File: src/rtl/bcd_serial_subtractor_pkg.sv
// Shared types and constants for the serial packed-BCD subtractor.
// Holds the digit geometry, the FSM state encoding and a digit validity helper.
package bcd_pkg;

    localparam int          DIGIT_W   = 4;
    localparam logic [3:0]  BCD_MAX   = 4'd9;
    localparam logic [4:0]  BCD_RADIX = 5'd10;

    typedef enum logic [1:0] {
        IDLE = 2'd0,
        SUB  = 2'd1,
        FIX  = 2'd2,
        DONE = 2'd3
    } state_t;

    function automatic logic digit_invalid(input logic [DIGIT_W-1:0] nib);
        return nib > BCD_MAX;
    endfunction

endpackage

File: src/rtl/bcd_serial_subtractor_digit_sub.sv
// Single BCD digit subtract cell: {bout, d} = x - y - bin, wrapped into 0..9.
// Purely combinational; one instance is time-shared between the SUB and FIX passes.
module bcd_digit_sub
    import bcd_pkg::*;
(
    input  logic [DIGIT_W-1:0] x,
    input  logic [DIGIT_W-1:0] y,
    input  logic               bin,
    output logic [DIGIT_W-1:0] d,
    output logic               bout
);

    logic [4:0] t;
    logic [4:0] t_wrap;

    // 5 bits cover -16..15, enough for any nibble pair plus borrow
    always_comb begin
        t      = {1'b0, x} - {1'b0, y} - {4'd0, bin};
        t_wrap = t + BCD_RADIX;
        bout   = t[4];
        d      = t[4] ? t_wrap[DIGIT_W-1:0] : t[DIGIT_W-1:0];
    end

endmodule

File: src/rtl/bcd_serial_subtractor.sv
// Serial packed-BCD |a - b| with sign, one digit per clock, LSD first.
// Optional invalid-digit flag enabled by defining BCD_SUB_DIGIT_CHECK_EN.
//
// state | meaning
// IDLE  | waiting for start; operands latched when start is seen
// SUB   | raw digit-serial a - b into work, borrow carried between digits
// FIX   | raw result was negative; 10's complement of work, digit-serial
// DONE  | one-cycle result cycle, done high; back to IDLE next
module bcd_serial_subtractor
    import bcd_pkg::*;
#(
    parameter int DIGITS = 4
) (
    input  logic                      clk,
    input  logic                      rst,
    input  logic                      start,
    input  logic [DIGIT_W*DIGITS-1:0] a,
    input  logic [DIGIT_W*DIGITS-1:0] b,
    output logic                      busy,
    output logic                      done,
    output logic [DIGIT_W*DIGITS-1:0] diff,
    output logic                      neg,
    output logic                      err
);

    localparam int W     = DIGIT_W * DIGITS;
    localparam int IDX_W = (DIGITS > 1) ? $clog2(DIGITS) : 1;
    localparam logic [IDX_W-1:0] LAST_IDX = IDX_W'(DIGITS - 1);

    state_t             state;
    logic [W-1:0]       a_q;
    logic [W-1:0]       b_q;
    logic [W-1:0]       work;
    logic [W-1:0]       work_nxt;
    logic [IDX_W-1:0]   idx;
    logic               borrow;

    logic [DIGIT_W-1:0] cell_x;
    logic [DIGIT_W-1:0] cell_y;
    logic [DIGIT_W-1:0] cell_d;
    logic               cell_bout;
    logic               last_digit;
    logic               load_result;
    logic               bad;

    // FIX reuses the cell as 0 - work[idx] - borrow
    always_comb begin
        cell_x = '0;
        cell_y = b_q[idx*DIGIT_W +: DIGIT_W];
        if (state == FIX) begin
            cell_y = work[idx*DIGIT_W +: DIGIT_W];
        end else begin
            cell_x = a_q[idx*DIGIT_W +: DIGIT_W];
        end
    end

    bcd_digit_sub u_digit_sub (
        .x    (cell_x),
        .y    (cell_y),
        .bin  (borrow),
        .d    (cell_d),
        .bout (cell_bout)
    );

    always_comb begin
        work_nxt = work;
        work_nxt[idx*DIGIT_W +: DIGIT_W] = cell_d;
    end

    // Result is loaded on the edge that enters DONE, so it appears together with done
    assign last_digit  = (idx == LAST_IDX);
    assign load_result = last_digit && ((state == FIX) || (state == SUB && !cell_bout));

`ifdef BCD_SUB_DIGIT_CHECK_EN
    logic bad_q;
    logic in_bad;

    always_comb begin
        in_bad = 1'b0;
        for (int i = 0; i < DIGITS; i++) begin
            if (digit_invalid(a[i*DIGIT_W +: DIGIT_W]) || digit_invalid(b[i*DIGIT_W +: DIGIT_W])) begin
                in_bad = 1'b1;
            end
        end
    end

    always_ff @(posedge clk or posedge rst) begin
        if (rst) begin
            bad_q <= 1'b0;
            err   <= 1'b0;
        end else begin
            if (state == IDLE && start) begin
                bad_q <= in_bad;
            end
            if (load_result) begin
                err <= bad_q;
            end
        end
    end

    assign bad = bad_q;
`else
    assign bad = 1'b0;
    assign err = 1'b0;
`endif

    always_ff @(posedge clk or posedge rst) begin
        if (rst) begin
            state  <= IDLE;
            busy   <= 1'b0;
            done   <= 1'b0;
            diff   <= '0;
            neg    <= 1'b0;
            a_q    <= '0;
            b_q    <= '0;
            work   <= '0;
            idx    <= '0;
            borrow <= 1'b0;
        end else begin
            done <= 1'b0;
            case (state)
                IDLE: begin
                    if (start) begin
                        a_q    <= a;
                        b_q    <= b;
                        work   <= '0;
                        idx    <= '0;
                        borrow <= 1'b0;
                        busy   <= 1'b1;
                        state  <= SUB;
                    end
                end
                SUB: begin
                    work   <= work_nxt;
                    borrow <= cell_bout;
                    idx    <= idx + 1'b1;
                    if (last_digit) begin
                        if (cell_bout) begin
                            idx    <= '0;
                            borrow <= 1'b0;
                            state  <= FIX;
                        end else begin
                            done  <= 1'b1;
                            diff  <= bad ? '0 : work_nxt;
                            neg   <= 1'b0;
                            state <= DONE;
                        end
                    end
                end
                FIX: begin
                    work   <= work_nxt;
                    borrow <= cell_bout;
                    idx    <= idx + 1'b1;
                    if (last_digit) begin
                        done  <= 1'b1;
                        diff  <= bad ? '0 : work_nxt;
                        neg   <= !bad;
                        state <= DONE;
                    end
                end
                DONE: begin
                    busy  <= 1'b0;
                    state <= IDLE;
                end
                default: begin
                    busy  <= 1'b0;
                    state <= IDLE;
                end
            endcase
        end
    end

endmodule

File: config.mk
export PLATFORM = sky130hd
export DESIGN_NAME = bcd_serial_subtractor
export DESIGN_NICKNAME = d
export VERILOG_FILES = /design/src/rtl/bcd_serial_subtractor_pkg.sv /design/src/rtl/bcd_serial_subtractor_digit_sub.sv /design/src/rtl/bcd_serial_subtractor.sv
export SDC_FILE = /design/constraint.sdc
export NUM_CORES = 1
export LEC_CHECK = 0
export ABC_CLOCK_PERIOD_IN_PS = 5200
export BUFFER_PORTS_ARGS = -buffer_cell sky130_fd_sc_hd__buf_4
export CORE_MARGIN = 10
export CORE_UTILIZATION = 49
export DETAILED_ROUTE_END_ITERATION = 6
export GPL_TIMING_DRIVEN = 1
export PLACE_DENSITY_LB_ADDON = 0.1
export SLEW_MARGIN = 40
export SYNTH_ARGS = -nofsm -noshare
export SYNTH_HDL_FRONTEND = slang
export SYNTH_SLANG_ARGS = --single-unit
File: constraint.sdc
create_clock -name clk -period 5.2 [get_ports clk]
set_input_delay 0.26 -clock clk [delete_from_list [all_inputs] [get_ports clk]]
set_output_delay 0.26 -clock clk [all_outputs]
set_load 0.03 [all_outputs]
## Yosys cells after proc, flatten, opt, wreduce, memory -nomap -nowiden

Cells that the tools add are included.

| storage, ports and cells | value |
|---|---|
| latch bits | 0 |
| word-level logic and storage cells | 72 |
| bits in read-only memories | 0 |
| memories kept | 0 |
| bits in registers | 72 |
| RAM bits | 0 |
| output and inout port bits | 20 |
| input bits | 35 |

| cells by class | value |
|---|---|
| $mul | 0 |
| divide/modulo/power cells | 0 |
| add/sub/neg operators | 5 |
| equal/unequal tests | 8 |
| muxes and demuxes | 32 |
| shift operators | 5 |
| reductions and logical operators | 12 |
| order comparisons | 0 |
| bitwise logic cells | 0 |

Operators by type and width:

| operator | number |
|---|---|
| 16-bit two-way mux | 4 |
| 16-bit case mux with 2 select lines | 2 |
| 16-bit by 5-bit variable part select with 4-bit output | 3 |
| 4-bit negation with 34-bit output | 1 |
| 4-bit by 34-bit variable shift with 16-bit output, first input constant | 1 |
| 4-bit by 34-bit variable part select with 16-bit output | 1 |
| 16-bit bitwise mux | 1 |
| 2-bit two-way mux | 6 |
| 4-bit two-way mux | 3 |
| 1-bit two-way mux | 10 |
| 2-bit != test, second input constant | 4 |
| 2-bit case mux with 4 select lines | 1 |
| 2-bit AND reduction | 4 |
| 2-bit equality test, second input constant | 3 |
| 1-bit case mux with 2 select lines | 3 |
| 2-bit case mux with 3 select lines | 1 |
| 2-bit nonzero test | 3 |
| 4-bit by 4-bit subtractor with 5-bit output | 1 |
| 5-bit by 1-bit subtractor with 5-bit output | 1 |
| 4-bit adder, second input constant | 1 |
| 4-bit AND reduction | 1 |
| 1-bit case mux with 3 select lines | 1 |
| 3-bit AND reduction | 1 |
| 3-bit nonzero test | 1 |
| 4 further kinds | 4 |

## Depth between registers and ports, before layout

Gate-level depths: netlist of run 1.

| depth | value |
|---|---|
| word-level depth | 11 |
| depth in mapped cells | 17 |

## By module

From an unflattened synthesis of run 1, not the netlist that was laid out.

| second synthesis, totals | value |
|---|---|
| cell total of the unflattened synthesis | 339 |
| area, all modules | 3953.8 um2 |

Modules (own cells, without submodules):

| module | sequential area each (um2) | cells each | times used | area each (um2) |
|---|---|---|---|---|
| bcd_serial_subtractor | 1801.7 | 307 | 1 | 3679.8 |
| bcd_digit_sub | 0.0 | 32 | 1 | 274.0 |

## Worst setup path after synthesis of run 1

OpenSTA, ideal clock, no wires.

| timing path | value |
|---|---|
| path kind | register to register |
| start | reg state[0] |
| end | reg diff[2] |
| path slack | 1354 ps |
| required time | 5075 ps |
| clock period less this slack | 3846 ps |
| setup time | 125 ps |
| cell stages (with the launch flop) | 17 |
| arrival | 3721 ps |
| cells stage by stage | dfrtp_1 > inv_1 > ha_1 > clkbuf_1 > clkbuf_1 > mux4_2 > nand2_1 > nand2_1 > fa_1 > inv_1 > fa_1 > ha_1 > nor3b_1 > a211oi_1 > o221a_2 > o22ai_1 > mux2_2 |

| between the ends | value |
|---|---|
| cells in the longest elaborated chain, start to end | 11 |
| elaborated cells on any way between the ends | 19 |
| those cells by class | 3 x add/sub; 5 x eq/ne; 1 x shift; 8 x mux; 2 x reduce/logical |

RTL lines:

| item | line | RTL |
|---|---|---|
| start, declared | bcd_serial_subtractor.sv:30 | `state_t state;` |
| start signal, assigned | bcd_serial_subtractor.sv:109 | `state <= IDLE;` |
| start signal, assigned | bcd_serial_subtractor.sv:130 | `state <= SUB;` |
| start signal, assigned | bcd_serial_subtractor.sv:141 | `state <= FIX;` |
| 2-bit equality test | bcd_serial_subtractor.sv:50, bcd_serial_subtractor.sv:121 |  |
| 4-bit two-way mux | bcd_serial_subtractor.sv:50 | `if (state == FIX) begin` |
| 4-bit by 4-bit subtractor with 5-bit output | bcd_serial_subtractor_digit_sub.sv:18 | `t = {1'b0, x} - {1'b0, y} - {4'd0, bin};` |
| 5-bit by 1-bit subtractor with 5-bit output | bcd_serial_subtractor_digit_sub.sv:18 |  |
| 4-bit adder | bcd_serial_subtractor_digit_sub.sv:19 | `t_wrap = t + BCD_RADIX;` |
| 4-bit two-way mux | bcd_serial_subtractor_digit_sub.sv:21 | `d = t[4] ? t_wrap[DIGIT_W-1:0] : t[DIGIT_W-1:0];` |
| 4-bit by 34-bit variable part select with 16-bit output | bcd_serial_subtractor.sv:67 | `work_nxt[idx*DIGIT_W +: DIGIT_W] = cell_d;` |
| 16-bit bitwise mux | bcd_serial_subtractor.sv:67 |  |
| 16-bit two-way mux | bcd_serial_subtractor.sv:138 | `if (cell_bout) begin` |
| 16-bit two-way mux | bcd_serial_subtractor.sv:137 | `if (last_digit) begin` |
| 16-bit case mux with 2 select lines | bcd_serial_subtractor.sv:121 | `case (state)` |
| end signal, assigned | bcd_serial_subtractor.sv:144 | `diff <= bad ? '0 : work_nxt;` |
| end signal, assigned | bcd_serial_subtractor.sv:156 | `diff <= bad ? '0 : work_nxt;` |
| end, declared | bcd_serial_subtractor.sv:21 | `output logic [DIGIT_W*DIGITS-1:0] diff,` |

Several ways; a longest one is shown, not always the timed one. The select of a mux whose other input is x is not followed.
A chain may end at the register's enable or synchronous reset.

## Worst setup path in the final report of run 1

| timing path | value |
|---|---|
| start | reg state[0] |
| end | reg work[15] |

| between the ends | value |
|---|---|
| cells in the longest elaborated chain, start to end | 9 |
| elaborated cells on any way between the ends | 16 |
| those cells by class | 3 x add/sub; 3 x eq/ne; 1 x shift; 5 x mux; 4 x reduce/logical |

RTL lines:

| item | line | RTL |
|---|---|---|
| 2-bit equality test | bcd_serial_subtractor.sv:50, bcd_serial_subtractor.sv:121 |  |
| 4-bit two-way mux | bcd_serial_subtractor.sv:50 |  |
| 4-bit by 4-bit subtractor with 5-bit output | bcd_serial_subtractor_digit_sub.sv:18 |  |
| 5-bit by 1-bit subtractor with 5-bit output | bcd_serial_subtractor_digit_sub.sv:18 |  |
| 4-bit adder | bcd_serial_subtractor_digit_sub.sv:19 |  |
| 4-bit two-way mux | bcd_serial_subtractor_digit_sub.sv:21 |  |
| 4-bit by 34-bit variable part select with 16-bit output | bcd_serial_subtractor.sv:67 |  |
| 16-bit bitwise mux | bcd_serial_subtractor.sv:67 |  |
| 16-bit case mux with 2 select lines | bcd_serial_subtractor.sv:121 |  |
| end signal, assigned | bcd_serial_subtractor.sv:134 | `work <= work_nxt;` |
| end signal, assigned | bcd_serial_subtractor.sv:151 | `work <= work_nxt;` |
| end, declared | bcd_serial_subtractor.sv:33 | `logic [W-1:0] work;` |

Several ways; a longest one is shown, not always the timed one.

==> insert_results.sql, run 1 <==
INSERT INTO impl_metrics (metric_group, metric, value, unit) VALUES
('outcome', 'run_status', 'finished clean', ''),
('layout', 'final.fill_count', '653', ''),
('clock_tree', 'postCtsSetupBuffers', '0', ''),
('synth', 'ys_seq_area_share', '46.4', '%'),
('synth', 'postSynthCellCount', '331', ''),
('worst_setup_path', 'timing.critical_path.to_type', 'flip-flop', ''),
('clock_tree', 'cts_resized', '0', ''),
('floorplan', 'die-area', '11900', 'µm²'),
('floorplan', 'row_count', '32', ''),
('timing', 'worst_clock_skew', '0.0111', 'ns'),
('timing', 'final_max_slew_viols', '0', ''),
('layout', 'drive_gt1_share', '32.5', '%'),
('global_route', 'grt_max_degree', '73', ''),
('placed_design', 'place.port_buffers', '53', ''),
('synth', 'synthArstFlopShare', '100', '%'),
('clock_tree', 'cts-buffers-inserted', '9', ''),
('layout', 'multi_input_comb_area', '1910', 'µm²'),
('synth', 'post_synth_main_area_contributors', 'sky130_fd_sc_hd__dfrtp_1 46%, sky130_fd_sc_hd__mux2_2 11%, sky130_fd_sc_hd__mux4_2 5.2%', ''),
('clock_tree', 'clkSinkCount', '72', ''),
('drt', 'route.detailed.wl_per_inst', '19.0', 'µm'),
('synth', 'post-synth-top-area-cell', 'sky130_fd_sc_hd__dfrtp_1', ''),
('synth', 'postSynth.topFlopCell', 'sky130_fd_sc_hd__dfrtp_1', ''),
('clock_tree', 'cts_root_buf', 'sky130_fd_sc_hd__clkbuf_8', ''),
('global_route', 'grt_pass1_vias', '2951', ''),
('global_route', 'grt_first_pass_wirelength', '15500', 'µm'),
('floorplan', 'die_width', '109', 'µm'),
('timing', 'period_share', '82.4', '%'),
('placed_design', 'post-dp-hpwl', '6880', 'µm'),
('drt', 'routed_wirelength', '9360', 'µm'),
('clock_tree', 'clkSlewWorstSetupHoldPaths', '0.08', 'ns'),
('placed_design', 'globalplace.congestion', '0.913', ''),
('synth', 'synth_top_area_share', '46.4', '%'),
('global_route', 'grt_util_all_layers', '16.7', '%'),
('timing', 'hold_viol_final', '0', ''),
('worst_setup_path', 'crit_type', 'flip-flop to flip-flop', ''),
('global_route', 'grt.overflow.total', '0', ''),
('timing', 'worst-slew-pin-transition', '0.783', 'ns'),
('drt', 'drt_iter0_drc', '159', ''),
('drt', 'route.antenna.remaining_nets', '0', ''),
('worst_setup_path', 'timing.critical_path.fanout_max', '19', ''),
('timing', 'relSlewSlack', '47.8', '%'),
('layout', 'antenna_cells', '0', ''),
('flow_run', 'cap_viol_max_count', '0', ''),
('clock_tree', 'htree_num_levels', '3', ''),
('synth', 'yosys.cell_types.count', '50', ''),
('worst_setup_path', 'critical_path.startpoint_type', 'flip-flop', ''),
('worst_hold_path', 'holdCritPathClass', 'input pin to asynchronous set/reset pin', ''),
('layout', 'seqCellArea', '1800', 'µm²'),
('drt', 'vias', '2826', ''),
('floorplan', 'initial_core_util', '50.3', '%'),
('worst_setup_path', 'critical_path_arrival', '4.57', 'ns'),
('timing', 'hold_slack', '0.0759', 'ns'),
('synth', 'synth_fp_nets', '383', ''),
('synth', 'count_of_state_elements_after_synthesis', '72', ''),
('timing', 'finalSetupViolations', '0', ''),
('layout', 'flow.area_growth_from_synthesis', '19.6', '%'),
('synth', 'ys.warnings.count', '0', ''),
('worst_setup_path', 'rrSetupSlack', '0.92', 'ns'),
('timing', 'fin_crit', '4.28', 'ns'),
('synth', 'synth_enable_flop_cells', '0', ''),
('floorplan', 'floorplan.io_pins', '55', ''),
('synth', 'syn_avg_cell_area', '11.7', 'µm²'),
('clock_tree', 'clock_tree.buffer_depth', '2', ''),
('worst_setup_path', 'worstPathRequired', '5.48', 'ns'),
('clock_tree', 'clock_tree_from_tritoncts', 'yes', ''),
('drt', 'vias_per_cell', '5.73', ''),
('drt', 'drc', '0', ''),
('clock_tree', 'postCtsHoldBufs', '0', ''),
('timing', 'rsz0062_at_grt', 'false', ''),
('global_route', 'grt_antenna_before_repair', '0', ''),
('clock_tree', 'worst_skew_pair.late_latency', '0.35', 'ns'),
('timing', 'max_clock_freq', '234', 'MHz'),
('drt', 'drt_pre_antenna_iters', '4', ''),
('floorplan', 'dieHeight', '109', 'µm'),
('timing', 'finalSetupTns', '0', 'ns'),
('floorplan', 'core-area', '7730', 'µm²'),
('synth', 'synth.cell_area', '3880', 'µm²'),
('layout', 'fin_nets', '438', '');
==> critical path, cell delays in order (launching register included) <==
cell,delay [ns]
sky130_fd_sc_hd__dfrtp_1,0.42
sky130_fd_sc_hd__inv_1,0.13
sky130_fd_sc_hd__ha_1,0.65
sky130_fd_sc_hd__mux4_2,0.42
sky130_fd_sc_hd__nand2_1,0.08
sky130_fd_sc_hd__nand2_1,0.09
sky130_fd_sc_hd__fa_1,0.38
sky130_fd_sc_hd__inv_1,0.10
sky130_fd_sc_hd__fa_1,0.45
sky130_fd_sc_hd__ha_1,0.22
sky130_fd_sc_hd__nor4bb_1,0.33
sky130_fd_sc_hd__a31oi_1,0.10
sky130_fd_sc_hd__o211a_1,0.18
sky130_fd_sc_hd__xnor2_1,0.42
sky130_fd_sc_hd__a32o_1,0.24
==> state kept, by name, summed over array words and instances (netlist names) <==
name    cells
a_q        16
b_q        16
diff       16
work       16
idx         2
state       2
borrow      1
busy        1
done        1
neg         1
==> cell usage after synthesis, drive strengths merged, types with 4 or more instances <==
master,count
o31ai,4
a32o,4
nor2b,11
nand2b,6
mux2i,6
a211oi,4
clkbuf,5
nor2,8
o22ai,7
mux4,11
nand2,22
buf,10
o21ai,21
inv,23
ha,15
a22o,8
a21oi,14
mux2,39
dfrtp,72
==> routing by layer <==
metal / GRT usage, % / wire [µm] / vias up
met5: 0 / 0 / -
met1: 21.6 / 4200 / 1398
met2: 26.2 / 4400 / 91
met4: 3.67 / 112 / 0
li1: - / - / 1321
met3: 5.96 / 654 / 16
==> cell type report <==
| class | count | area share, % |
|---|---|---|
| Multi-Input combinational cell | 220 | 41.2 |
| Clock buffer | 9 | 2.67 |
| Clock inverter | 7 | 3.07 |
| Tap cell | 102 | 2.75 |
| Inverter | 24 | 1.94 |
| Timing Repair Buffer | 59 | 9.62 |
| Sequential cell | 72 | 38.8 |
==> per-stage QoR <==
step / setup WS, ns / util, % / std cells / area, µm²
4_1_cts: 0.966 / 60.1 / 493 / 4640
2_1_floorplan: 1.35 / - / 331 / 3880
3_5_place_dp: 0.996 / 56.7 / 477 / 4380
3_3_place_gp: 1.09 / 56.5 / 476 / 4370
6_report: 0.918 / 60.1 / 493 / 4640
5_1_grt: 0.696 / 60.1 / 493 / 4640
==> cells in the final DEF (no fill, tap or decap), types with 2 or more instances in the layout <==
| cell type | count |
|---|---|
| sky130_fd_sc_hd__dfrtp_1 | 72 |
| sky130_fd_sc_hd__a32o_1 | 4 |
| sky130_fd_sc_hd__inv_1 | 22 |
| sky130_fd_sc_hd__o21ai_0 | 20 |
| sky130_fd_sc_hd__xnor2_1 | 2 |
| sky130_fd_sc_hd__and2_1 | 2 |
| sky130_fd_sc_hd__nor4bb_1 | 2 |
| sky130_fd_sc_hd__ha_1 | 15 |
| sky130_fd_sc_hd__nor2b_1 | 11 |
| sky130_fd_sc_hd__nor3_1 | 3 |
| sky130_fd_sc_hd__o22ai_1 | 7 |
| sky130_fd_sc_hd__clkbuf_8 | 9 |
| sky130_fd_sc_hd__nand3_1 | 3 |
| sky130_fd_sc_hd__mux2_2 | 39 |
| sky130_fd_sc_hd__a211oi_1 | 4 |
| sky130_fd_sc_hd__nand2_1 | 22 |
| sky130_fd_sc_hd__xor2_1 | 2 |
| sky130_fd_sc_hd__nor2_1 | 8 |
| sky130_fd_sc_hd__mux2i_1 | 6 |
| sky130_fd_sc_hd__buf_4 | 58 |
| sky130_fd_sc_hd__nor3b_1 | 2 |
| sky130_fd_sc_hd__a31oi_1 | 3 |
| sky130_fd_sc_hd__o32ai_1 | 2 |
| sky130_fd_sc_hd__and3_1 | 2 |
| sky130_fd_sc_hd__o31ai_1 | 4 |
| sky130_fd_sc_hd__bufinv_16 | 4 |
| sky130_fd_sc_hd__mux4_1 | 2 |
| sky130_fd_sc_hd__mux4_2 | 9 |
| sky130_fd_sc_hd__a21oi_1 | 14 |
| sky130_fd_sc_hd__nand2b_1 | 6 |
| sky130_fd_sc_hd__fa_1 | 2 |
| sky130_fd_sc_hd__a22o_1 | 8 |
==> worst paths after layout <==
| kind | from | end | cells past startpoint |
|---|---|---|---|
| setup reg to reg | state[0]$_DFFE_PP0P_ | work[15]$_DFFE_PP0P_ | 14 |
| min in group clk | a[13] | a_q[13]$_DFFE_PP0P_ | 2 |
| hold reg to reg | diff[13]$_DFFE_PP0P_ | diff[13]$_DFFE_PP0P_ | 2 |
| max in group asynchronous | rst | state[0]$_DFFE_PP0P_ | 3 |
| hold / removal | rst | diff[13]$_DFFE_PP0P_ | 3 |
| setup / recovery | state[0]$_DFFE_PP0P_ | work[15]$_DFFE_PP0P_ | 14 |
==> cells by family after synthesis <==
| kind of cell | count (synthesis) | synth area share [%] |
|---|---|---|
| flip-flops | 72 | 46.4 |
| other | 1 | 0.0966 |
| AO/OA/AOI/OAI | 73 | 12.8 |
| buffers and inverters | 39 | 4.38 |
| adder cells (fa/ha/maj) | 17 | 5.86 |
| multiplexers | 56 | 19.4 |
| XOR/XNOR | 5 | 1.48 |
| AND/OR/NAND/NOR | 68 | 9.57 |
Power of run 1 is not shown: default switching activity piles up to over one toggle a cycle in this logic, so the estimate is an artifact.
==> run 2, diff against run 1 <==
Settings changed: ABC_AREA from default to 1, ABC_CLOCK_PERIOD_IN_PS 5200 to 3800.
Clock period 5.2 ns to 3.8 ns, I/O delays scaled along.
==> run 2 against run 1 <==
Count of clock-buffer cells in the layout grew 3. Register-to-register slack worse by 0.55 ns. Synthesized cell count up 48%. Via count is 18% higher. Critical path depth rose by 4. Non-clock buffer count increased by 7. Cell area is 2.2% lower. Core utilization shrank 1.0 points. Synthesized area is 0.93% lower. Hold slack got worse by 0.039 ns.
==> insert_results.sql, run 2 <==
INSERT INTO impl_metrics (metric_group, metric, value, unit) VALUES
('worst_setup_path', 'rrSetupSlack', '0.37', 'ns'),
('layout', 'flow.area_growth_from_synthesis', '18.0', '%'),
('synth', 'synth_common_cells', '164 x sky130_fd_sc_hd__nand2_1, 72 x sky130_fd_sc_hd__dfrtp_1, 61 x sky130_fd_sc_hd__inv_1', ''),
('worst_setup_path', 'worstReg2RegEnd', 'diff[11]$_DFFE_PP0P_', ''),
('synth', 'postSynth.topFlopCell', 'sky130_fd_sc_hd__dfrtp_1', ''),
('synth', 'complex_gate_fraction_of_the_synthesized_area', '14.8', '%'),
('layout', 'final_common_cell', 'sky130_fd_sc_hd__nand2_1', ''),
('synth', 'yosys.cell_types.count', '33', ''),
('drt', 'routed_wirelength', '9600', 'µm'),
('clock_tree', 'cts_root_buf', 'sky130_fd_sc_hd__clkbuf_8', ''),
('worst_setup_path', 'critical_path_arrival', '3.69', 'ns'),
('synth', 'synth_xor_xnor_area_share', '0.423', '%'),
('synth', 'post_synth_and_or_nand_nor_area_fraction', '22.4', '%'),
('synth', 'synthArstFlopShare', '100', '%'),
('placed_design', 'place_inst', '635', ''),
('power_and_ir_drop', 'power.density_cell_area', '1040', 'nW/µm²'),
('layout', 'final_area', '4540', 'µm²'),
('synth', 'synth_enable_flop_cells', '0', ''),
('synth', 'synth.cell_area', '3850', 'µm²'),
('timing', 'relSlewSlack', '59.9', '%'),
('clock_tree', 'postCtsSetupBuffers', '0', ''),
('synth', 'postSynthCellCount', '490', ''),
('power_and_ir_drop', 'irDropWorstVdd', '0.395', 'mV'),
('timing', 'worst-slew-pin-transition', '0.601', 'ns'),
('drt', 'route.detailed.wl_per_inst', '14.7', 'µm'),
('power_and_ir_drop', 'static-leakage-power', '2.36', 'nW'),
('worst_setup_path', 'critical_path.startpoint_type', 'flip-flop', ''),
('drt', 'drc', '0', ''),
('synth', 'syn_avg_cell_area', '7.85', 'µm²'),
('synth', 'synth_fp_nets', '542', ''),
('timing', 'finalSetupTns', '0', 'ns'),
('power_and_ir_drop', 'p_switching', '0.00234', 'W'),
('clock_tree', 'cts-buffers-inserted', '9', ''),
('worst_setup_path', 'delay_of_the_slowest_cell_on_the_worst_path', '0.41', 'ns'),
('outcome', 'run_status', 'finished clean', ''),
('clock_tree', 'cts_resized', '0', ''),
('timing', 'max_clock_freq', '291', 'MHz'),
('timing', 'finalSetupViolations', '0', ''),
('worst_hold_path', 'holdCritPathClass', 'input pin to flip-flop', ''),
('power_and_ir_drop', 'power_switching_share', '49.6', '%'),
('clock_tree', 'clock_tree_from_tritoncts', 'yes', ''),
('placed_design', 'globalplace.congestion', '0.896', ''),
('global_route', 'grt.overflow.total', '0', ''),
('layout', 'antenna_cells', '0', ''),
('floorplan', 'row_count', '32', ''),
('layout', 'drive_gt1_share', '18.7', '%'),
('synth', 'synth_most_common_cell', 'sky130_fd_sc_hd__nand2_1', ''),
('placed_design', 'placement.cell_area', '4340', 'µm²'),
('placed_design', 'post-dp-hpwl', '7340', 'µm'),
('drt', 'drt_pre_antenna_iters', '5', ''),
('timing', 'hold_viol_final', '0', ''),
('layout', 'fin_nets', '597', ''),
('worst_setup_path', 'worstPathRequired', '4.06', 'ns'),
('timing', 'fin_crit', '3.43', 'ns'),
('worst_hold_path', 'whs_path_depth', '3', ''),
('timing', 'period_share', '90.3', '%'),
('layout', 'mostFrequentLayoutCells', '164 x sky130_fd_sc_hd__nand2_1, 72 x sky130_fd_sc_hd__dfrtp_1, 65 x sky130_fd_sc_hd__buf_4', ''),
('synth', 'synth_top_family_by_area', 'simple AND/OR/NAND/NOR gates', ''),
('placed_design', 'place.port_buffers', '53', ''),
('worst_setup_path', 'reg2reg_path_depth', '18', ''),
('clock_tree', 'clkSlewWorstSetupHoldPaths', '0.08', 'ns'),
('worst_setup_path', 'cpMaxStageDelayCell', 'sky130_fd_sc_hd__dfrtp_1', ''),
('synth', 'ys_seq_area_share', '46.8', '%'),
('drt', 'drt_iter0_drc', '201', ''),
('floorplan', 'dieHeight', '109', 'µm'),
('synth', 'post_synth_mux_area_share', '0', '%'),
('clock_tree', 'clock_tree.buffer_depth', '2', ''),
('synth', 'post-synth-top-area-cell', 'sky130_fd_sc_hd__dfrtp_1', ''),
('drt', 'vias', '3328', ''),
('global_route', 'grt_pass1_vias', '3299', ''),
('global_route', 'grt_util_all_layers', '17.1', '%'),
('timing', 'rsz0062_at_grt', 'false', ''),
('synth', 'ys.warnings.count', '0', ''),
('power_and_ir_drop', 'total_internal_power', '0.00238', 'W'),
('worst_setup_path', 'timing.critical_path.fanout_max', '15', ''),
('worst_setup_path', 'timing.critical_path.to_type', 'flip-flop', ''),
('floorplan', 'die_width', '109', 'µm'),
('global_route', 'grt_max_degree', '46', ''),
('power_and_ir_drop', 'share_seq_of_total_power', '25.8', '%'),
('power_and_ir_drop', 'clock_network_fraction_of_total_power', '12.2', '%'),
('floorplan', 'initial_core_util', '50.0', '%'),
('floorplan', 'floorplan.io_pins', '55', ''),
('worst_hold_path', 'min_delay_worst_endpoint', 'a_q[2]$_DFFE_PP0P_', ''),
('floorplan', 'core-area', '7690', 'µm²'),
('drt', 'route.antenna.remaining_nets', '0', ''),
('clock_tree', 'clkSinkCount', '72', ''),
('timing', 'final_max_slew_viols', '0', ''),
('synth', 'count_of_state_elements_after_synthesis', '72', ''),
('floorplan', 'die-area', '11800', 'µm²'),
('synth', 'synth-adder-area-share', '5.92', '%'),
('worst_setup_path', 'crit_type', 'flip-flop to flip-flop', ''),
('synth', 'post_synth_main_area_contributors', 'sky130_fd_sc_hd__dfrtp_1 47%, sky130_fd_sc_hd__nand2_1 16%, sky130_fd_sc_hd__o21ai_0 7.0%', ''),
('global_route', 'grt_antenna_before_repair', '0', ''),
('power_and_ir_drop', 'combPwrFrac', '62.0', '%'),
('worst_setup_path', 'rr_startpoint', 'state[0]$_DFFE_PP0P_', ''),
('timing', 'worst_clock_skew', '0.0143', 'ns'),
('flow_run', 'cap_viol_max_count', '0', ''),
('drt', 'vias_per_cell', '5.10', ''),
('synth', 'synth_top_area_share', '46.8', '%'),
('clock_tree', 'worst_skew_pair.late_latency', '0.34', 'ns'),
('worst_setup_path', 'worstPathCellList', 'inv_1 > ha_1 > inv_1 > nand2_1 > a32o_1 > o21ai_0 > ha_1 > inv_1 > ha_1 > nand2_2 > nand3_2 > nand2_4 > inv_2 > nand2_1 > nand2_2 > inv_2 > nor2_1 > a31oi_1', ''),
('global_route', 'grt_first_pass_wirelength', '16000', 'µm'),
('layout', 'final_cell_count_no_fill', '652', ''),
('clock_tree', 'htree_num_levels', '3', ''),
('worst_hold_path', 'min_from', 'a[2]', '');
==> run 2: cell count changes after synthesis, moves of 6 or more <==
cell                       before  now
sky130_fd_sc_hd__a22o_1         8    0
sky130_fd_sc_hd__buf_2          4   12
sky130_fd_sc_hd__inv_1         23   61
sky130_fd_sc_hd__mux2_2        39    0
sky130_fd_sc_hd__mux2i_1        6    0
sky130_fd_sc_hd__mux4_2         9    0
sky130_fd_sc_hd__nand2_1       22  164
sky130_fd_sc_hd__nand2_2        0    7
sky130_fd_sc_hd__nand2b_1       6    0
sky130_fd_sc_hd__nand3_1        3   10
sky130_fd_sc_hd__nor2_1         8   18
sky130_fd_sc_hd__nor2b_1       11    0
sky130_fd_sc_hd__o21ai_0       21   54
sky130_fd_sc_hd__o21ai_1        0    8
==> run 2: cell families after synthesis <==
group | count (synthesis)
adder cells (fa/ha/maj) | 17
AO/OA/AOI/OAI | 103
buffers and inverters | 86
other | 1
XOR/XNOR | 1
AND/OR/NAND/NOR | 210
flip-flops | 72
==> run 2: worst max-delay path by stage <==
stage	startpoint	to	slack, ns	cells past startpoint
after floorplan	state[0]$_DFFE_PP0P_	work[14]$_DFFE_PP0P_	0.59	20
after global placement	state[0]$_DFFE_PP0P_	diff[11]$_DFFE_PP0P_	0.47	18
after detailed placement	state[0]$_DFFE_PP0P_	diff[11]$_DFFE_PP0P_	0.40	18
after CTS	state[0]$_DFFE_PP0P_	diff[11]$_DFFE_PP0P_	0.36	18
after global routing	state[0]$_DFFE_PP0P_	work[6]$_DFFE_PP0P_	0.14	19
final	state[0]$_DFFE_PP0P_	diff[11]$_DFFE_PP0P_	0.37	18
==> run 2: metrics by stage <==
stage	hold WS (ns)	util, %	worst slack (ns)	power (W)
final	0.0371	59.1	0.367	0.00472
after global routing	0.0283	59.1	0.139	0.00518
after detailed placement	0.300	56.4	0.395	0.00416
after floorplan	0.300	-	0.594	0.00341
after global placement	0.288	56.4	0.468	0.00410
after CTS	0.0214	59.1	0.364	0.00475
==> run 2: power by group through the flow <==
| stage | Clock [W] | Combinational, W | Sequential, W |
|---|---|---|---|
| 2_1_floorplan | 0 | 0.00212 | 0.00130 |
| 3_3_place_gp | 0 | 0.00288 | 0.00123 |
| 3_5_place_dp | 0 | 0.00292 | 0.00123 |
| 4_1_cts | 0.000589 | 0.00293 | 0.00122 |
| 5_1_grt | 0.000625 | 0.00329 | 0.00126 |
| 6_report | 0.000576 | 0.00293 | 0.00122 |
==> run 2: cell type report <==
type	instances	area (µm²)
multi-input combinational	332	1680
tap	102	128
clock buffer	12	165
inverter	64	243
sequential	72	1800
clock inverter	4	27.5
fill	758	3150
timing repair buffer	66	498
==> run 2: worst max-delay path: cells and delay by family (launching register included) <==
kind            cells  cell delay, ns
compound gates      3            0.69
fa+ha+maj           3            0.78
buf+inv             5            0.73
flops               1            0.41
simple gates        7            0.72
==> run 2: repair_timing <==
action | in CTS | in global routing
hold buffers | 1 | 0
endpoints found under the setup margin | 0 | 0
hold endpoints to repair | 27 | 0
==> run 2: layer usage <==
layer,part of all wire (%),wire (µm),track usage [%],vias to the layer above
li1,-,-,-,1663
met1,47,4500,23.6,1556
met2,45,4330,25.9,98
met3,6.5,625,3.95,11
met4,1.5,148,5.93,0
met5,0,0,0,-
Note: power is estimated with default switching activity, not from simulation.
==> run 3, diff against run 2 <==
==> constraint.sdc (replaced) <==
create_clock -name clk -period 3.8 [get_ports clk]
set_input_delay 0.38 -clock clk [delete_from_list [all_inputs] [get_ports clk]]
set_output_delay 0.38 -clock clk [all_outputs]
set_load 0.03 [all_outputs]
==> run 3 against run 2 <==
Hold slack better by 0.047 ns. Non-clock buffer count increased by 1. Sequential power about the same. Critical path depth up 1. Register-to-register slack worse by 0.10 ns. Global-route usage increased by 0.28 points. Largest cell class unchanged. Highest routed layer unchanged.
==> insert_results.sql, run 3 (synthesis gave the netlist of run 2 again) <==
INSERT INTO impl_metrics (metric_group, metric, value, unit) VALUES
('timing', 'finalSetupTns', '0', 'ns'),
('timing', 'relSlewSlack', '59.6', '%'),
('power_and_ir_drop', 'power_switching_share', '48.8', '%'),
('floorplan', 'initial_core_util', '50.0', '%'),
('outcome', 'run_status', 'finished clean', ''),
('global_route', 'grt_antenna_before_repair', '0', ''),
('layout', 'post-route-util', '59.5', '%'),
('clock_tree', 'cts_root_buf', 'sky130_fd_sc_hd__clkbuf_8', ''),
('power_and_ir_drop', 'total_power', '0.00484', 'W'),
('power_and_ir_drop', 'static-leakage-power', '2.38', 'nW'),
('worst_setup_path', 'crit_type', 'flip-flop to flip-flop', ''),
('layout', 'mostFrequentLayoutCells', '164 x sky130_fd_sc_hd__nand2_1, 71 x sky130_fd_sc_hd__dfrtp_1, 67 x sky130_fd_sc_hd__buf_4', ''),
('placed_design', 'place_inst', '634', ''),
('layout', 'final_common_cell', 'sky130_fd_sc_hd__nand2_1', ''),
('layout', 'multi_input_comb_area', '1680', 'µm²'),
('worst_setup_path', 'critical_path_arrival', '3.80', 'ns'),
('clock_tree', 'postCtsHoldBufs', '0', ''),
('drt', 'drt_iter0_drc', '154', ''),
('worst_setup_path', 'cp_buf_inv_count', '4', ''),
('worst_setup_path', 'timing.critical_path.fanout_max', '20', ''),
('layout', 'fin_nets', '598', ''),
('timing', 'final_max_slew_viols', '0', ''),
('global_route', 'grt_util_all_layers', '17.4', '%'),
('drt', 'drt_pre_antenna_iters', '4', ''),
('layout', 'seqCellArea', '1800', 'µm²'),
('layout', 'antenna_cells', '0', ''),
('floorplan', 'die_width', '109', 'µm'),
('clock_tree', 'clock_tree.buffer_depth', '2', ''),
('power_and_ir_drop', 'power.density_cell_area', '1060', 'nW/µm²'),
('global_route', 'grt.overflow.total', '0', ''),
('drt', 'drc', '0', ''),
('timing', 'hold_viol_final', '0', ''),
('worst_setup_path', 'timing.critical_path.to_type', 'flip-flop', ''),
('placed_design', 'place.port_buffers', '53', ''),
('layout', 'flow.area_growth_from_synthesis', '18.8', '%'),
('floorplan', 'floorplan.io_pins', '55', ''),
('power_and_ir_drop', 'clock_network_fraction_of_total_power', '13.6', '%'),
('worst_setup_path', 'cpMaxStageDelayCell', 'sky130_fd_sc_hd__fa_1', ''),
('timing', 'worst-slew-pin-transition', '0.606', 'ns'),
('floorplan', 'dieHeight', '109', 'µm'),
('layout', 'drive_gt1_share', '19.2', '%'),
('global_route', 'grt_pass1_vias', '3405', ''),
('floorplan', 'die-area', '11800', 'µm²'),
('timing', 'worst_clock_skew', '0.00995', 'ns'),
('worst_setup_path', 'rrSetupSlack', '0.27', 'ns'),
('timing', 'period_share', '93.0', '%'),
('layout', 'final_cell_count_no_fill', '653', ''),
('power_and_ir_drop', 'p_switching', '0.00236', 'W'),
('worst_setup_path', 'rr_startpoint', 'state[0]$_DFFE_PP0P_', ''),
('worst_setup_path', 'critical_path.startpoint_type', 'flip-flop', ''),
('placed_design', 'post-dp-hpwl', '7250', 'µm'),
('timing', 'hold_slack', '0.0838', 'ns'),
('drt', 'route.antenna.remaining_nets', '0', ''),
('flow_run', 'cap_viol_max_count', '0', ''),
('drt', 'route.detailed.wl_per_inst', '14.7', 'µm'),
('worst_setup_path', 'worstPathRequired', '4.07', 'ns'),
('floorplan', 'row_count', '32', ''),
('worst_hold_path', 'holdCritPathClass', 'input pin to asynchronous set/reset pin', ''),
('timing', 'finalSetupViolations', '0', ''),
('timing', 'fin_crit', '3.53', 'ns'),
('clock_tree', 'worst_skew_pair.late_latency', '0.35', 'ns'),
('clock_tree', 'clkSlewWorstSetupHoldPaths', '0.08', 'ns'),
('drt', 'vias_per_cell', '4.96', ''),
('drt', 'vias', '3238', ''),
('timing', 'rsz0062_at_grt', 'false', ''),
('worst_setup_path', 'path_delay_family', 'adder cells', ''),
('worst_setup_path', 'worstPathCellList', 'inv_1 > ha_1 > buf_4 > a21oi_1 > o21ai_0 > nand3_1 > nand2_1 > fa_1 > inv_1 > fa_1 > ha_1 > inv_1 > o21ai_2 > nand2_2 > nor2_2 > nand2_1 > o21ai_2 > nand2_1 > o21ai_1', ''),
('placed_design', 'globalplace.congestion', '0.957', ''),
('power_and_ir_drop', 'combPwrFrac', '61.2', '%'),
('clock_tree', 'clock_tree_from_tritoncts', 'yes', ''),
('clock_tree', 'cts-buffers-inserted', '9', ''),
('layout', 'final.fill_count', '736', ''),
('floorplan', 'core-area', '7690', 'µm²'),
('global_route', 'grt_first_pass_wirelength', '16300', 'µm'),
('drt', 'routed_wirelength', '9570', 'µm'),
('worst_setup_path', 'reg2reg_path_depth', '19', ''),
('timing', 'max_clock_freq', '283', 'MHz'),
('power_and_ir_drop', 'share_seq_of_total_power', '25.3', '%'),
('worst_setup_path', 'delay_of_the_slowest_cell_on_the_worst_path', '0.49', 'ns'),
('global_route', 'grt_max_degree', '38', ''),
('power_and_ir_drop', 'irDropWorstVdd', '0.516', 'mV'),
('clock_tree', 'htree_num_levels', '3', ''),
('clock_tree', 'clkSinkCount', '72', ''),
('power_and_ir_drop', 'total_internal_power', '0.00248', 'W'),
('worst_setup_path', 'worstReg2RegEnd', 'work[6]$_DFFE_PP0P_', '');
==> run 3: cell count changes in the layout (fill, tap and decap cells not counted), sizes merged <==
| cell | previous run | this run |
|---|---|---|
| bufinv | 0 | 2 |
| dlygate4sd3 | 1 | 0 |
| clkbuf | 12 | 10 |
| clkinvlp | 3 | 1 |
| inv | 64 | 62 |
| clkinv | 1 | 5 |
| buf | 65 | 67 |
==> run 3: layout make-up <==
type,instances,area share (%)
Clock buffer,10,2.79
Tap cell,102,2.79
Inverter,64,5.42
Clock inverter,6,1.83
Multi-Input combinational cell,332,36.7
Timing Repair Buffer,67,11.0
Sequential cell,72,39.4
==> run 3: worst max path at each step <==
stage	slack, ns	end	from	cells past startpoint
6_report	0.27	work[6]$_DFFE_PP0P_	state[0]$_DFFE_PP0P_	19
5_1_grt	0.02	work[14]$_DFFE_PP0P_	state[0]$_DFFE_PP0P_	19
4_1_cts	0.28	work[6]$_DFFE_PP0P_	state[0]$_DFFE_PP0P_	19
3_5_place_dp	0.31	work[6]$_DFFE_PP0P_	state[0]$_DFFE_PP0P_	19
3_3_place_gp	0.37	work[6]$_DFFE_PP0P_	state[0]$_DFFE_PP0P_	19
2_1_floorplan	0.59	work[14]$_DFFE_PP0P_	state[0]$_DFFE_PP0P_	20
==> run 3: power by group through the flow <==
stage          clock (W)  combinational, W  sequential (W)
2_1_floorplan          0           0.00212         0.00130
3_3_place_gp           0           0.00287         0.00123
3_5_place_dp           0           0.00293         0.00124
4_1_cts         0.000673           0.00294         0.00122
5_1_grt         0.000699           0.00335         0.00127
6_report        0.000657           0.00296         0.00122
==> run 3: what timing repair did <==
item | in CTS | in global routing
setup buffers | 0 | 3
endpoints found under the setup margin | 0 | 6
gates resized for setup | 0 | 2
==> run 3: per-stage QoR <==
| step | instance area, µm² | worst slack (ns) |
|---|---|---|
| CTS | 4540 | 0.276 |
| detailed placement | 4330 | 0.307 |
| floorplan | 3850 | 0.594 |
| finish | 4570 | 0.268 |
| global route | 4570 | 0.0223 |
| global placement | 4330 | 0.366 |
==> run 3: per-layer routing <==
metal	track usage (%)	share of wire (%)	up-vias
met4	5.56	0.74	0
met5	0	0	-
met2	27.7	46	89
met3	5.01	6.3	6
li1	-	-	1669
met1	22.4	47	1474
